==> config.mk <==
export PLATFORM = sky130hd
export DESIGN_NAME = uart_rx_controller_flat
export DESIGN_NICKNAME = d
export VERILOG_FILES = /design/src/rtl/uart_rx_pkg.sv /design/src/rtl/uart_rx_if.sv /design/src/rtl/uart_rx_deser.sv /design/src/rtl/uart_rx_controller.sv /design/src/flat_wrapper.sv
export SDC_FILE = /design/constraint.sdc
export NUM_CORES = 1
export LEC_CHECK = 0
export CAP_MARGIN = 10
export CORE_ASPECT_RATIO = 1.5
export CORE_MARGIN = 1
export CORE_UTILIZATION = 30
export DETAILED_ROUTE_END_ITERATION = 10
export PLACE_DENSITY_LB_ADDON = 0.25
export SLEW_MARGIN = 30
export SYNTH_ARGS = -nofsm -noshare
export SYNTH_HDL_FRONTEND = slang
export SYNTH_SLANG_ARGS = --single-unit
==> constraint.sdc <==
create_clock -name clk -period 1.65 [get_ports clk]
set_input_delay 0.495 -clock clk [delete_from_list [all_inputs] [get_ports clk]]
set_output_delay 0.495 -clock clk [all_outputs]
set_load 0.05 [all_outputs]
==> src/rtl/uart_rx_pkg.sv <==
// UART receive controller shared types.
// State encoding and frame constants.
package uart_rx_pkg;

  typedef enum logic [2:0] {
    S_IDLE,
    S_START,
    S_DATA,
    S_PARITY,
    S_STOP,
    S_CHECK
  } state_t;

  localparam int         DATA_BITS      = 8;
  localparam logic [5:0] PRESCALE_RESET = 6'd8;

endpackage

==> src/rtl/uart_rx_if.sv <==
// UART receive controller bus bundle.
// Line, counter, sampler and result signals.
interface uart_rx_if;
  import uart_rx_pkg::*;

  logic                 rx_in;
  logic                 par_en;
  logic                 par_typ;
  logic [5:0]           Prescale;
  logic [4:0]           edge_cnt;
  logic [3:0]           bit_cnt;
  logic                 sampled_bit;
  logic                 cnt_enable;
  logic                 dat_samp_en;
  logic [DATA_BITS-1:0] P_DATA;
  logic                 data_valid;
  logic                 par_err;
  logic                 stp_err;
  logic                 strt_glitch;

  modport master (
    output rx_in, par_en, par_typ, Prescale,
    output edge_cnt, bit_cnt, sampled_bit,
    input  cnt_enable, dat_samp_en, P_DATA,
    input  data_valid, par_err, stp_err, strt_glitch
  );

  modport slave (
    input  rx_in, par_en, par_typ, Prescale,
    input  edge_cnt, bit_cnt, sampled_bit,
    output cnt_enable, dat_samp_en, P_DATA,
    output data_valid, par_err, stp_err, strt_glitch
  );

endinterface

==> src/rtl/uart_rx_deser.sv <==
// LSB-first deserializer for received data bits.
// Exposes the byte and its XOR parity.
module uart_rx_deser
  import uart_rx_pkg::*;
(
  input  logic                 clk,
  input  logic                 rst,
  input  logic                 shift_en,
  input  logic                 sampled_bit,
  output logic [DATA_BITS-1:0] data,
  output logic                 parity
);

  // shift right, newest bit enters at the MSB
  always_ff @(posedge clk or posedge rst) begin
    if (rst)
      data <= '0;
    else if (shift_en)
      data <= {sampled_bit, data[DATA_BITS-1:1]};
  end

  assign parity = ^data;

endmodule

==> src/rtl/uart_rx_controller.sv <==
// UART receive frame controller.
// Sequences start/data/parity/stop and flags errors.
module uart_rx_controller
  import uart_rx_pkg::*;
(
  input  logic     clk,
  input  logic     rst,
  uart_rx_if.slave bus
);

  state_t               state_q, state_d;
  logic [5:0]           pre_q;
  logic                 rx_prev;
  logic                 par_flag;
  logic                 stp_flag;
  logic                 bit_end;
  logic                 shift_en;
  logic                 busy;
  logic [DATA_BITS-1:0] shreg;
  logic                 par_x;
  logic [DATA_BITS-1:0] p_data_q;
  logic                 dv_q, pe_q, se_q, sg_q;
  logic                 flags_clr;

  assign bit_end   = ({1'b0, bus.edge_cnt} == (pre_q - 6'd1));
  assign shift_en  = (state_q == S_DATA) && bit_end;
  assign flags_clr = !par_flag && !stp_flag;
  assign busy      = (state_q == S_START) || (state_q == S_DATA)
                  || (state_q == S_PARITY) || (state_q == S_STOP);

  uart_rx_deser u_deser (
    .clk         (clk),
    .rst         (rst),
    .shift_en    (shift_en),
    .sampled_bit (bus.sampled_bit),
    .data        (shreg),
    .parity      (par_x)
  );

  // next-state decode; IDLE needs a fresh falling edge
  always_comb begin
    state_d = state_q;
    unique case (state_q)
      S_IDLE:
        if (rx_prev && !bus.rx_in)
          state_d = S_START;
      S_START:
        if (bit_end)
          state_d = bus.sampled_bit ? S_IDLE : S_DATA;
      S_DATA:
        if (bit_end && bus.bit_cnt == 4'(DATA_BITS))
          state_d = bus.par_en ? S_PARITY : S_STOP;
      S_PARITY:
        if (bit_end)
          state_d = S_STOP;
      S_STOP:
        if (bit_end)
          state_d = S_CHECK;
      S_CHECK:
        state_d = bus.rx_in ? S_IDLE : S_START;
      default:
        state_d = S_IDLE;
    endcase
  end

  // state, latched prescale and line history
  always_ff @(posedge clk or posedge rst) begin
    if (rst) begin
      state_q <= S_IDLE;
      pre_q   <= PRESCALE_RESET;
      rx_prev <= 1'b0;
    end else begin
      state_q <= state_d;
      rx_prev <= bus.rx_in;
      if (state_q == S_IDLE && state_d == S_START)
        pre_q <= bus.Prescale;
    end
  end

  // parity/stop error flags, cleared as CHECK is left
  always_ff @(posedge clk or posedge rst) begin
    if (rst) begin
      par_flag <= 1'b0;
      stp_flag <= 1'b0;
    end else if (state_q == S_CHECK) begin
      par_flag <= 1'b0;
      stp_flag <= 1'b0;
    end else begin
      if (state_q == S_PARITY && bit_end)
        par_flag <= bus.sampled_bit != (par_x ^ bus.par_typ);
      if (state_q == S_STOP && bit_end)
        stp_flag <= ~bus.sampled_bit;
    end
  end

  // registered result byte and one-cycle pulses
  always_ff @(posedge clk or posedge rst) begin
    if (rst) begin
      p_data_q <= '0;
      dv_q     <= 1'b0;
      pe_q     <= 1'b0;
      se_q     <= 1'b0;
      sg_q     <= 1'b0;
    end else begin
      dv_q <= (state_q == S_CHECK) && flags_clr;
      pe_q <= (state_q == S_CHECK) && par_flag;
      se_q <= (state_q == S_CHECK) && stp_flag;
      sg_q <= (state_q == S_START) && bit_end
           && bus.sampled_bit;
      if (state_q == S_CHECK && flags_clr)
        p_data_q <= shreg;
    end
  end

  assign bus.cnt_enable  = busy;
  assign bus.dat_samp_en = busy;
  assign bus.P_DATA      = p_data_q;
  assign bus.data_valid  = dv_q;
  assign bus.par_err     = pe_q;
  assign bus.stp_err     = se_q;
  assign bus.strt_glitch = sg_q;

endmodule

==> src/flat_wrapper.sv <==
// flat-port wrapper written by rule: the top's interface ports become plain ports
module uart_rx_controller_flat import uart_rx_pkg::*;
  (clk, rst, bus_rx_in, bus_par_en, bus_par_typ, bus_Prescale, bus_edge_cnt, bus_bit_cnt, bus_sampled_bit, bus_cnt_enable, bus_dat_samp_en, bus_P_DATA, bus_data_valid, bus_par_err, bus_stp_err, bus_strt_glitch);
  uart_rx_if bus_i ();
  input  logic clk;
  input  logic rst;
  input wire logic [$bits(bus_i.rx_in)-1:0] bus_rx_in;
  input wire logic [$bits(bus_i.par_en)-1:0] bus_par_en;
  input wire logic [$bits(bus_i.par_typ)-1:0] bus_par_typ;
  input wire logic [$bits(bus_i.Prescale)-1:0] bus_Prescale;
  input wire logic [$bits(bus_i.edge_cnt)-1:0] bus_edge_cnt;
  input wire logic [$bits(bus_i.bit_cnt)-1:0] bus_bit_cnt;
  input wire logic [$bits(bus_i.sampled_bit)-1:0] bus_sampled_bit;
  output wire logic [$bits(bus_i.cnt_enable)-1:0] bus_cnt_enable;
  output wire logic [$bits(bus_i.dat_samp_en)-1:0] bus_dat_samp_en;
  output wire logic [$bits(bus_i.P_DATA)-1:0] bus_P_DATA;
  output wire logic [$bits(bus_i.data_valid)-1:0] bus_data_valid;
  output wire logic [$bits(bus_i.par_err)-1:0] bus_par_err;
  output wire logic [$bits(bus_i.stp_err)-1:0] bus_stp_err;
  output wire logic [$bits(bus_i.strt_glitch)-1:0] bus_strt_glitch;
  assign bus_i.rx_in = bus_rx_in;
  assign bus_i.par_en = bus_par_en;
  assign bus_i.par_typ = bus_par_typ;
  assign bus_i.Prescale = bus_Prescale;
  assign bus_i.edge_cnt = bus_edge_cnt;
  assign bus_i.bit_cnt = bus_bit_cnt;
  assign bus_i.sampled_bit = bus_sampled_bit;
  assign bus_cnt_enable = bus_i.cnt_enable;
  assign bus_dat_samp_en = bus_i.dat_samp_en;
  assign bus_P_DATA = bus_i.P_DATA;
  assign bus_data_valid = bus_i.data_valid;
  assign bus_par_err = bus_i.par_err;
  assign bus_stp_err = bus_i.stp_err;
  assign bus_strt_glitch = bus_i.strt_glitch;
  uart_rx_controller u_core (.clk(clk), .rst(rst), .bus(bus_i));
endmodule
==> flow_metrics.py <==
metrics = {
    "logic_synthesis": {
        "async_flop_share": 1.000,
        "syn_area_sq_mm": 0.001582,
        "synth.distinct_cells": 39,
        "synthesis.nets": 153,
        "avgSynthCellArea_sq_um": 12.07,
        "ys_seq_elements": 32,
        "synthFlopType": "dfrtp_1",
        "synth_edf_count": 0,
        "ys_warn_count": 0,
        "yosysSeqAreaShare": 0.5071,
        "synthCells": 131,
    },
    "timing": {
        "layout_setup_ws_ps": -122.9,
        "min_period_over_period": 1.074,
        "max_slew_margin": 0.8436,
        "fmax_mhz": 564.1,
        "hold_ws_ps": 534.3,
        "finClkSkew_ps": 5.262,
        "worst_slew_pin_slew_ps": 233.6,
        "setup_violations": 15,
        "rsz0062_at_grt": "yes",
        "fin_setup_tns_ps": -1133,
        "hold_violations": 0,
        "drv_slew": 0,
        "fin_crit_ps": 1773,
    },
    "place": {
        "place_congestion": 0.8587,
        "place_inst": 239,
        "hpwl_um": 2436,
        "port_buffers": 34,
    },
    "final_layout": {
        "syn2layout_area_growth_pct": 56.33,
        "drive_gt1_frac": 0.4176,
        "seq_area_sq_um": 804.5,
        "fill_cells": 494,
        "antenna_cells": 0,
        "multiInputGateArea_sq_um": 820.8,
        "final_nets": 203,
        "stdcell_count": 250,
    },
    "floorplanning": {
        "die_x_um": 61.29,
        "num_io_pins": 35,
        "start_util": 0.3086,
        "core_area_sq_mm": 0.005125,
        "dieHeight_um": 90.93,
        "dieArea_sq_mm": 0.005572,
        "rows": 32,
    },
    "global_route": {
        "grt.overflow.total": 0,
        "grt_start_max_net_pins": 33,
        "grt_pass1_vias": 1234,
        "antenna_found_initial": 0,
        "grt_usage": 0.1330,
        "grt_pass1_wl_um": 5526,
    },
    "critical_path": {
        "crit_type": "in -> reg",
        "cp-start-kind": "input port",
        "arrival_ps": 1940,
        "critPathMaxFanout": 8,
        "cp.required_ps": 1820,
        "worstSetupEndpointType": "flop",
    },
    "cts": {
        "clock_latency_ps": 280,
        "cts_root_buf": "clkbuf_8",
        "clock_path_buffers": 2,
        "clk_pin_slew_ps": 60,
        "htree_levels": 2,
        "numCtsBuffers": 5,
        "cts_sinks": 32,
        "cts_hold_buf": 0,
        "cts_tree": "done",
    },
    "route": {
        "num_vias": 1173,
        "drc": 0,
        "routed_wl_um": 3308,
        "drtIter0Drc": 36,
        "wire_per_inst_um": 13.23,
        "drt-vias-per-instance": 4.692,
        "drt_pre_antenna_iters": 4,
        "antenna_left": 0,
    },
    "status": {
        "violations": "negative setup slack",
        "status": "finished, violations left",
    },
    "job": {
        "cap_violations": 0,
    },
    "power": {
        "peakVddDrop_uv": 597.0,
        "p_total_mw": 3.186,
        "powerDensity_mw_per_mm2": 1289,
        "total_leakage_power_nw": 1.126,
    },
    "worst_hold_path": {
        "hp-class": "reg -> reg",
    },
}
layout by cell type, fill, tap and decap left out, drive strengths merged:
cell and count:
nand3 2, or4b 1, inv 6, and2 2, nand2 5, o22ai 1
bufinv 1, dfrtp 31, a31oi 1, clkbuf 7, a21oi 3, and2b 1
o311ai 1, nand2b 1, o2111a 1, nor2b 2, nor3 4, clkdlybuf4s50 16
xnor3 1, a21o 1, o211ai 2, dlygate4sd2 4, buf 28, and4 1
and3 4, o21bai 1, ha 1, and3b 1, nand4 2, o21ai 6
xnor2 10, xor2 4, nor2 5, nand4b 1, mux2 20, a32o 2
dfstp 1, o22a 1
per-layer routing:
metal / share of wire / GRT usage / wire, um
met3: 0.045 / 0.03009 / 150
met5: 0 / 0 / 0
met1: 0.39 / 0.1532 / 1286
met4: 0.023 / 0.06250 / 75
met2: 0.54 / 0.2228 / 1794
worst max-delay path: stages:
cell             delay (ps)
clkdlybuf4s50_1         480
xor2_1                  170
o2111a_2                270
nand4b_4                180
mux2_4                  340
power breakdown:
| part | switching [mW] | internal [mW] | leakage, nW |
|---|---|---|---|
| clock | 0.277 | 0.532 | 0.0645 |
| sequential | 0.135 | 0.924 | 0.417 |
| combinational | 0.619 | 0.698 | 0.645 |
| total | 1.03 | 2.15 | 1.13 |
cell usage after synthesis, drive strengths merged, types with 3 or more instances:
library cell / number / area [sq um]
nand2: 5 / 18.77
nor3: 4 / 25.02
xnor2: 10 / 87.58
inv: 6 / 22.52
mux2: 20 / 225.2
nor2: 5 / 18.77
dfrtp: 31 / 775.7
a21oi: 3 / 15.01
and3: 4 / 25.02
xor2: 4 / 35.03
clkbuf: 3 / 11.26
o21ai: 6 / 41.29
timing repair:
item | in CTS | in global routing
endpoints found under the hold margin | 0 | 0
resized for setup | 15 | 3
setup endpoints to repair | 16 | 19
buffers inserted | 4 | 0
pin swaps | 16 | 0
cell families (layout without fill, tap and decap cells):
family,Yosys count,after routing,synth area share
AOI/OAI and AO/OA,20,20,0.09415
xor gates and xnor gates,15,15,0.09177
adders and majority gates,1,1,0.007910
buffers and inverters,11,62,0.02927
DFF,32,32,0.5071
muxes,20,20,0.1424
and+or+nand+nor,32,32,0.1274
flip-flops by register name (all words and copies together), names as in the netlist:
register / count
u_core.pre_q: 6
u_core.par_flag: 1
u_core.bus.stp_err: 1
u_core.bus.data_valid: 1
u_core.stp_flag: 1
u_core.bus.strt_glitch: 1
u_core.u_deser.data: 8
u_core.state_q: 3
u_core.bus.P_DATA: 8
u_core.rx_prev: 1
u_core.bus.par_err: 1
stage by stage:
| stage | instance area (sq um) | setup WS, ps | utilization |
|---|---|---|---|
| 2_1_floorplan | 1637 | -110.1 | - |
| 3_3_place_gp | 2272 | -531.1 | 0.4434 |
| 3_5_place_dp | 2272 | -551.7 | 0.4434 |
| 4_1_cts | 2456 | -141.3 | 0.4792 |
| 5_1_grt | 2472 | -196.5 | 0.4824 |
| 6_report | 2472 | -122.9 | 0.4824 |
area by class of cell:
class                   count  area share
clock buffers               7     0.03897
multi-input cells          88      0.3320
repair buffers             48      0.2480
inverters                   6    0.009109
well taps                  68     0.03441
flip-flops and latches     32      0.3254
clock inverters             1     0.01215
final timing paths:
path / slack, ps / to / from / cells after the start
hold / removal: 530 / u_core.pre_q[5] / u_core.pre_q[5] / 1
setup reg to reg: -120 / u_core.u_deser.data[0] / u_core.pre_q[0] / 7
hold reg to reg: 530 / u_core.pre_q[5] / u_core.pre_q[5] / 1
setup / recovery: -120 / u_core.u_deser.data[0] / bus_edge_cnt[0] / 5
max in group asynchronous: 860 / u_core.pre_q[3] / rst / 3
min in group asynchronous: 550 / u_core.pre_q[0] / rst / 3
Note: power is estimated with default switching activity, not from simulation.
